--- config.mk ---
export PLATFORM = sky130hd
export DESIGN_NAME = usr_serdes_ctrl
export DESIGN_NICKNAME = d
export VERILOG_FILES = /design/src/rtl/usr_ctrl_pkg.sv /design/src/rtl/usr_datapath.sv /design/src/rtl/usr_serdes_ctrl.sv
export SDC_FILE = /design/constraint.sdc
export NUM_CORES = 1
export LEC_CHECK = 0
export BUFFER_PORTS_ARGS = -buffer_cell sky130_fd_sc_hd__buf_2
export CAP_MARGIN = 20
export CORE_MARGIN = 1
export CORE_UTILIZATION = 30
export CTS_CLUSTER_DIAMETER = 60
export CTS_CLUSTER_SIZE = 10
export DETAILED_ROUTE_END_ITERATION = 6
export HOLD_SLACK_MARGIN = 0.12
export PLACE_DENSITY = 0.48
export SETUP_SLACK_MARGIN = 0.3
export SLEW_MARGIN = 20
export SYNTH_ARGS = -nofsm -noshare
export SYNTH_HDL_FRONTEND = slang
export SYNTH_SLANG_ARGS = --single-unit
--- constraint.sdc ---
create_clock -name clk -period 4.4 [get_ports clk]
set_input_delay 0.66 -clock clk [delete_from_list [all_inputs] [get_ports clk]]
set_output_delay 0.66 -clock clk [all_outputs]
set_load 0.02 [all_outputs]
--- src/rtl/usr_ctrl_pkg.sv ---
// Shared types for the universal-shift-register serdes controller: FSM states and
// the {s1,s0} mode encoding of the shift register.
package usr_ctrl_pkg;

  typedef enum logic [1:0] {
    ST_IDLE  = 2'd0,
    ST_LOAD  = 2'd1,
    ST_SHIFT = 2'd2,
    ST_DONE  = 2'd3
  } state_t;

  localparam logic [1:0] MODE_HOLD = 2'b00;
  localparam logic [1:0] MODE_SHR  = 2'b01;
  localparam logic [1:0] MODE_SHL  = 2'b10;
  localparam logic [1:0] MODE_LOAD = 2'b11;

  // dir=1 shifts left (MSB leaves first), dir=0 shifts right (LSB leaves first)
  function automatic logic [1:0] shift_mode(input logic dir);
    return dir ? MODE_SHL : MODE_SHR;
  endfunction

endpackage

--- src/rtl/usr_datapath.sv ---
// Four-mode universal shift register (hold / shift-right / shift-left / parallel load)
// with synchronous active-high reset.
module usr_datapath
  import usr_ctrl_pkg::*;
#(
  parameter int WORD_SIZE = 4
) (
  input  logic                 clk,
  input  logic                 rst,
  input  logic [1:0]           mode,
  input  logic [WORD_SIZE-1:0] data_in,
  input  logic                 msb_in,
  input  logic                 lsb_in,
  output logic [WORD_SIZE-1:0] q
);

  // NOTE: sequential state uses non-blocking assignment so every flop samples
  // pre-edge values regardless of process evaluation order.
  always_ff @(posedge clk) begin
    if (rst) begin
      q <= '0;
    end else begin
      unique case (mode)
        MODE_HOLD: q <= q;
        MODE_SHR:  q <= {msb_in, q[WORD_SIZE-1:1]};
        MODE_SHL:  q <= {q[WORD_SIZE-2:0], lsb_in};
        MODE_LOAD: q <= data_in;
        default:   q <= q;
      endcase
    end
  end

endmodule

--- src/rtl/usr_serdes_ctrl.sv ---
// Word serializer/deserializer sequencer driving a universal shift register.
// Optional even-parity cycle enabled by defining USR_SERDES_PARITY_EN.
module usr_serdes_ctrl
  import usr_ctrl_pkg::*;
#(
  parameter int WORD_SIZE = 4
) (
  input  logic                 clk,
  input  logic                 rst,
  input  logic                 cmd_valid,
  output logic                 cmd_ready,
  input  logic                 cmd_rx,
  input  logic                 cmd_dir,
  input  logic [WORD_SIZE-1:0] cmd_data,
  input  logic                 ser_in,
  output logic                 ser_out,
  output logic                 ser_valid,
  output logic                 rsp_valid,
  output logic [WORD_SIZE-1:0] rsp_data,
  output logic                 rsp_err,
  output logic [1:0]           mode
);

  localparam int CNT_W = $clog2(WORD_SIZE + 2);
`ifdef USR_SERDES_PARITY_EN
  localparam int PAR_CYCLES = 1;
`else
  localparam int PAR_CYCLES = 0;
`endif
  localparam logic [CNT_W-1:0] LAST_CNT = CNT_W'(WORD_SIZE + PAR_CYCLES - 1);

  state_t                 state, state_nx;
  logic [CNT_W-1:0]       cnt;
  logic                   rx_q, dir_q;
  logic [WORD_SIZE-1:0]   data_q;
  logic [WORD_SIZE-1:0]   reg_q;
  logic [WORD_SIZE-1:0]   data_in;
  logic                   msb_in, lsb_in;
  logic                   accept;
  logic                   par_cyc;
  logic                   err_q;

  assign accept = cmd_valid && cmd_ready;

`ifdef USR_SERDES_PARITY_EN
  // Final SHIFT cycle carries the parity bit; the register holds through it.
  assign par_cyc = (state == ST_SHIFT) && (cnt == CNT_W'(WORD_SIZE));

  always_ff @(posedge clk) begin
    if (rst) begin
      err_q <= 1'b0;
    end else if (state == ST_LOAD) begin
      err_q <= 1'b0;
    end else if (par_cyc && rx_q) begin
      err_q <= ser_in ^ (^reg_q);
    end
  end
`else
  assign par_cyc = 1'b0;
  assign err_q   = 1'b0;
`endif

  usr_datapath #(.WORD_SIZE(WORD_SIZE)) u_datapath (
    .clk     (clk),
    .rst     (rst),
    .mode    (mode),
    .data_in (data_in),
    .msb_in  (msb_in),
    .lsb_in  (lsb_in),
    .q       (reg_q)
  );

  always_ff @(posedge clk) begin
    if (rst) state <= ST_IDLE;
    else     state <= state_nx;
  end

  // Latched command and bit counter
  always_ff @(posedge clk) begin
    if (rst) begin
      cnt    <= '0;
      rx_q   <= 1'b0;
      dir_q  <= 1'b0;
      data_q <= '0;
    end else begin
      if (accept) begin
        rx_q   <= cmd_rx;
        dir_q  <= cmd_dir;
        data_q <= cmd_data;
      end
      if (state == ST_LOAD)       cnt <= '0;
      else if (state == ST_SHIFT) cnt <= cnt + 1'b1;
    end
  end

  always_comb begin
    state_nx = state;
    unique case (state)
      ST_IDLE:  if (accept) state_nx = ST_LOAD;
      ST_LOAD:  state_nx = ST_SHIFT;
      ST_SHIFT: if (cnt == LAST_CNT) state_nx = ST_DONE;
      ST_DONE:  state_nx = ST_IDLE;
      default:  state_nx = ST_IDLE;
    endcase
  end

  // NOTE: every output gets a default before the case so no path leaves a
  // variable unassigned, which would otherwise infer a latch.
  always_comb begin
    mode      = MODE_HOLD;
    data_in   = '0;
    msb_in    = 1'b0;
    lsb_in    = 1'b0;
    ser_out   = 1'b0;
    ser_valid = 1'b0;
    rsp_valid = 1'b0;
    rsp_data  = '0;
    rsp_err   = 1'b0;
    cmd_ready = (state == ST_IDLE) && !rst;
    unique case (state)
      ST_LOAD: begin
        mode    = MODE_LOAD;
        data_in = rx_q ? '0 : data_q;
      end
      ST_SHIFT: begin
        ser_valid = 1'b1;
        if (par_cyc) begin
          mode    = MODE_HOLD;
          ser_out = !rx_q && (^data_q);
        end else begin
          mode = shift_mode(dir_q);
          if (rx_q) begin
            msb_in = ser_in;
            lsb_in = ser_in;
          end else begin
            ser_out = dir_q ? reg_q[WORD_SIZE-1] : reg_q[0];
          end
        end
      end
      ST_DONE: begin
        rsp_valid = 1'b1;
        rsp_data  = reg_q;
        rsp_err   = err_q;
      end
      default: ;
    endcase
  end

endmodule

---- After elaboration in Yosys (flattened, before gate mapping) ----
Index checks and enable logic that the tools add are counted.
storage, ports and cells
  register bits ........................... 15
  input bits .............................. 10
  output and inout bits ................... 11
  logic and storage cells ................. 39
cells by class
  $add $sub $neg .......................... 1
  equal/unequal tests ..................... 9
  muxes and demuxes ....................... 16
  reductions and logical operators ........ 7
operators by type and width
  kind                   count
  $mux W4                3
  $pmux W4 S3            1
  $eq A2 B2 Y1 const B   4
  $pmux W2 S4            1
  $mux W1                7
  $mux W2                3
  $eq A2 B1 Y1 const B   2
  $logic_not A2 Y1       2
  $pmux W2 S2            1
  $add A3 B1 Y3 const B  1
  $eq A3 B2 Y1 const B   1
  $logic_and A1 B1 Y1    2
  $ne A2 B1 Y1 const B   1
  $ne A2 B2 Y1 const B   1
  $reduce_and A2 Y1      1
  $reduce_or A2 Y1       1
  $logic_not A1 Y1       1

---- Longest topological paths before layout ----
  depth in word-level cells ............... 5
  gate-level depth with buffers ........... 6
  gate-level depth less buffers ........... 5

---- Cells and area by module ----
From an unflattened synthesis, not the netlist that was laid out.
second synthesis, totals
  cell total of the unflattened synthesis .. 91
  area, all modules ....................... 865.8 um^2
modules (own cells, without submodules)
  module           times used  cells each  area each (um^2)  seq. area each (um^2)
  usr_serdes_ctrl  1           79          666.9             220.2
  usr_datapath     1           12          198.9             80.1

---- Worst setup path after synthesis ----
Ideal clock, no wire load.
  kind .................................... register to output
  from .................................... register state[0]
  to ...................................... output ser_out
  arrival ................................. 1473 ps
  required time ........................... 3740 ps
  setup slack ............................. 2267 ps
  stages on the path, launching flop included .. 6
  buffers on the path ..................... 1
  cells stage by stage .................... dfxtp_1 inv_1 ha_1 buf_6 inv_1 nor3_1
between the ends
  word-level cells in the longest chain between the ends .. 2
RTL lines
  item                    line                    RTL
  start, declared         usr_serdes_ctrl.sv:32   state_t state, state_nx;
  start signal, assigned  usr_serdes_ctrl.sv:75   else state <= state_nx;
  $eq A2 B2 Y1            usr_serdes_ctrl.sv:120  unique case (state)
  $mux W1                 usr_serdes_ctrl.sv:120
  end, declared           usr_serdes_ctrl.sv:16   output logic ser_out,
Every way passes these cells.

---- Worst setup path in the final report ----
Ends and elaborated chain as after synthesis.

==> metrics.csv <==
metric,value,unit
crit_fanout,11,
wl,1969,um
crit_required,3.74,ns
synth_sequential_area_ratio,34.04,%
grt_pass1_vias,751,
min_to,data_q[1]$_SDFFE_PP0P_,
grt_first_pass_wirelength,3456,um
finalSetupViolCount,0,
route.detailed.drc,0,
layout_worst_path_cycle_share,54.97,%
syn-mean-instance-area,8.564,sq um
setup_repair_after_global_routing_missed_its_margin,false,
layout_setup_ws,1.981,ns
cp-end-kind,output port,
grt_antenna_before_repair,0,
yosys.area_share.simple,26.24,%
worst_ep_arrival_time,1.76,ns
syn_nets,120,
tritoncts,yes,
area_growth_syn_to_layout,14.04,%
holdCritPathClass,reg2reg,
fin_cells,151,
synth_area,882.1,sq um
postCtsHoldBufs,0,
synthXorXnorAreaFrac,0.9929,%
setup.reg_to_reg.worst_slack,2.69,ns
worst_hold_startpoint,data_q[1]$_SDFFE_PP0P_,
postLayoutCoreUtil,36.17,%
timing.final.hold_violations,0,
final_layout_size_suffix_gt1_share,21.67,%
routedWlPerCell,13.04,um
cts_buffers,3,
ios,21,
resized_after_cts,0,
clk_transition_reported_paths,0.10,ns
initialDrtViolationCount,10,
worst_hold_path.num_cells,2,
dp_hpwl,1470,um
post_drt_via_cell_ratio,5.139,
power_per_unit_of_standard_cell_area,617.9,nW/um^2
worst_reg2reg_path_startpoint,state[0]$_SDFFE_PP0P_,
synth.distinct_cells,30,
fp.coreArea,2781,sq um
maxCapViolations,0,
ir_worst_vdd,274.3,uV
number_of_fillers_in_the_final_layout,297,
fp.dieArea,3161,sq um
vias,776,
clock_tree.buffer_depth,2,
synth_top_area_share,34.04,%
static_leakage_power,0.4528,nW
globalRouteTotalUtil,14.30,%
insertion_delay,0.28,ns
num_rows,19,
critPathLaunchType,flop,
die_w,56.23,um
post_synth_fa_ha_maj_area_fraction,9.929,%
maximum_number_of_pins_on_one_net_before_global_route_repair,17,
h-tree-depth,1,
global_route.overflow_total,0,
dp_cells,147,
detail-route-antenna-nets,0,
status,completed,
fmax,413.4,MHz
synthMuxAreaShare,5.106,%
numPortBuffers,19,
routability_cong,0.7690,
yosys_warnings,0,
cts_sinks,15,
cts-root-buf,sky130_fd_sc_hd__clkbuf_4,
rr_endpoint,u_datapath.q[0]$_SDFFE_PP0P_,
syn-instance-count,103,
whs,0.4599,ns
final_nets,138,
worst-r2r-cell-count,5,
synth_compound_gate_area_share,16.88,%
die_height,56.23,um
synth-seq-cells,15,
synth_top_family_by_area,simple AND/OR/NAND/NOR gates,
timing.clock.skew,0.006349,ns
initial_utilization,31.71,%
multiInputGateArea,525.5,sq um
diodes,0,
period_needed,2.419,ns
drt-pass1-iter-count,4,
synth_area_leader_cell,sky130_fd_sc_hd__dfxtp_1,
report.final.slew_viol_count,0,
path_class,reg2out,
cts.repair_timing.setup_buffer_count,0,
place_ws,2.295,ns
synth_area_leaders,"sky130_fd_sc_hd__dfxtp_1, sky130_fd_sc_hd__ha_1, sky130_fd_sc_hd__nand2_1",
seqCellArea,300.3,sq um
setup_tns,0,ns
-- logic make-up after synthesis --
| kind of cell | count (synthesis) |
|---|---|
| and+or+nand+nor | 43 |
| other | 1 |
| xor gates and xnor gates | 1 |
| muxes | 4 |
| AOI/OAI and AO/OA | 21 |
| DFF | 15 |
| adders and majority gates | 7 |
| buffers and inverters | 11 |
-- area by class of cell --
class / instances / share of cell area, %
clock inverters: 1 / 0.4975
repair buffers: 19 / 9.453
well taps: 31 / 3.856
inverters: 5 / 1.866
flip-flops and latches: 15 / 29.85
multi-input cells: 77 / 52.24
clock buffers: 3 / 2.239
-- flip-flops by register name, summed over array words and instances, names as in the netlist --
signal,flops
cnt,3
data_q,4
dir_q,1
rx_q,1
state,2
u_datapath.q,4
-- synthesized netlist by cell type, drive strengths merged --
cell type  number
ha              7
o22ai           1
conb            1
a21oi           8
and4b           1
nand2b          1
clkbuf          3
mux2i           3
dfxtp          15
nand3b          2
xnor2           1
a311oi          4
inv             5
o221ai          1
nor2            7
a221oi          1
a2111oi         1
nand3           6
nor3            3
o21a            4
mux2            1
and2            4
and3b           1
buf             3
nand4b          1
o21ai           1
nand2          14
nor2b           3
-- worst max path at each step --
stage                          to  cells past startpoint             startpoint
after global routing      ser_out                      5  state[0]$_SDFFE_PP0P_
after detailed placement  ser_out                      5  state[0]$_SDFFE_PP0P_
after global placement    mode[0]                      6  state[0]$_SDFFE_PP0P_
after CTS                 ser_out                      5  state[0]$_SDFFE_PP0P_
final                     ser_out                      5  state[0]$_SDFFE_PP0P_
after floorplan           ser_out                      5  state[0]$_SDFFE_PP0P_
-- power breakdown --
part	internal, W	switching [W]	total (W)
Combinational	0.000132	0.000192	0.000324
Sequential	0.000177	0.0000400	0.000217
Clock	0.0000337	0.0000460	0.0000797
Total	0.000343	0.000278	0.000622
-- placed cells by master, fill, tap and decap left out, types with 2 or more instances in the layout --
cell,instances
sky130_fd_sc_hd__a21oi_1,8
sky130_fd_sc_hd__nand2_1,14
sky130_fd_sc_hd__nor2b_1,3
sky130_fd_sc_hd__ha_1,7
sky130_fd_sc_hd__nor3_1,3
sky130_fd_sc_hd__inv_1,5
sky130_fd_sc_hd__nand3_1,6
sky130_fd_sc_hd__o21a_1,4
sky130_fd_sc_hd__buf_2,19
sky130_fd_sc_hd__nand3b_1,2
sky130_fd_sc_hd__a311oi_1,3
sky130_fd_sc_hd__clkbuf_4,3
sky130_fd_sc_hd__nor2_1,7
sky130_fd_sc_hd__and2_1,4
sky130_fd_sc_hd__dfxtp_1,15
sky130_fd_sc_hd__mux2i_1,3
-- layer usage --
metal	global-route usage, %	vias to the layer above	share of wire [%]
met5	0	-	0
met4	7.317	0	0.76
met3	3.023	2	3.9
met2	20.92	18	46
met1	19.66	365	50
li1	-	391	-
-- per-stage QoR --
step | total power (W) | instance area (sq um)
2_1_floorplan | 0.0004732 | 882.1
3_3_place_gp | 0.0005466 | 978.4
3_5_place_dp | 0.0005513 | 978.4
4_1_cts | 0.0006340 | 1006
5_1_grt | 0.0006841 | 1006
6_report | 0.0006216 | 1006
-- worst max-delay path, cell delays in order, from the launching register on --
cell                      delay, ns
sky130_fd_sc_hd__dfxtp_1       0.35
sky130_fd_sc_hd__inv_1         0.11
sky130_fd_sc_hd__ha_1          0.45
sky130_fd_sc_hd__inv_1         0.17
sky130_fd_sc_hd__nor3_1        0.22
sky130_fd_sc_hd__buf_2         0.19
No activity file was read; power rests on OpenSTA's default activity.
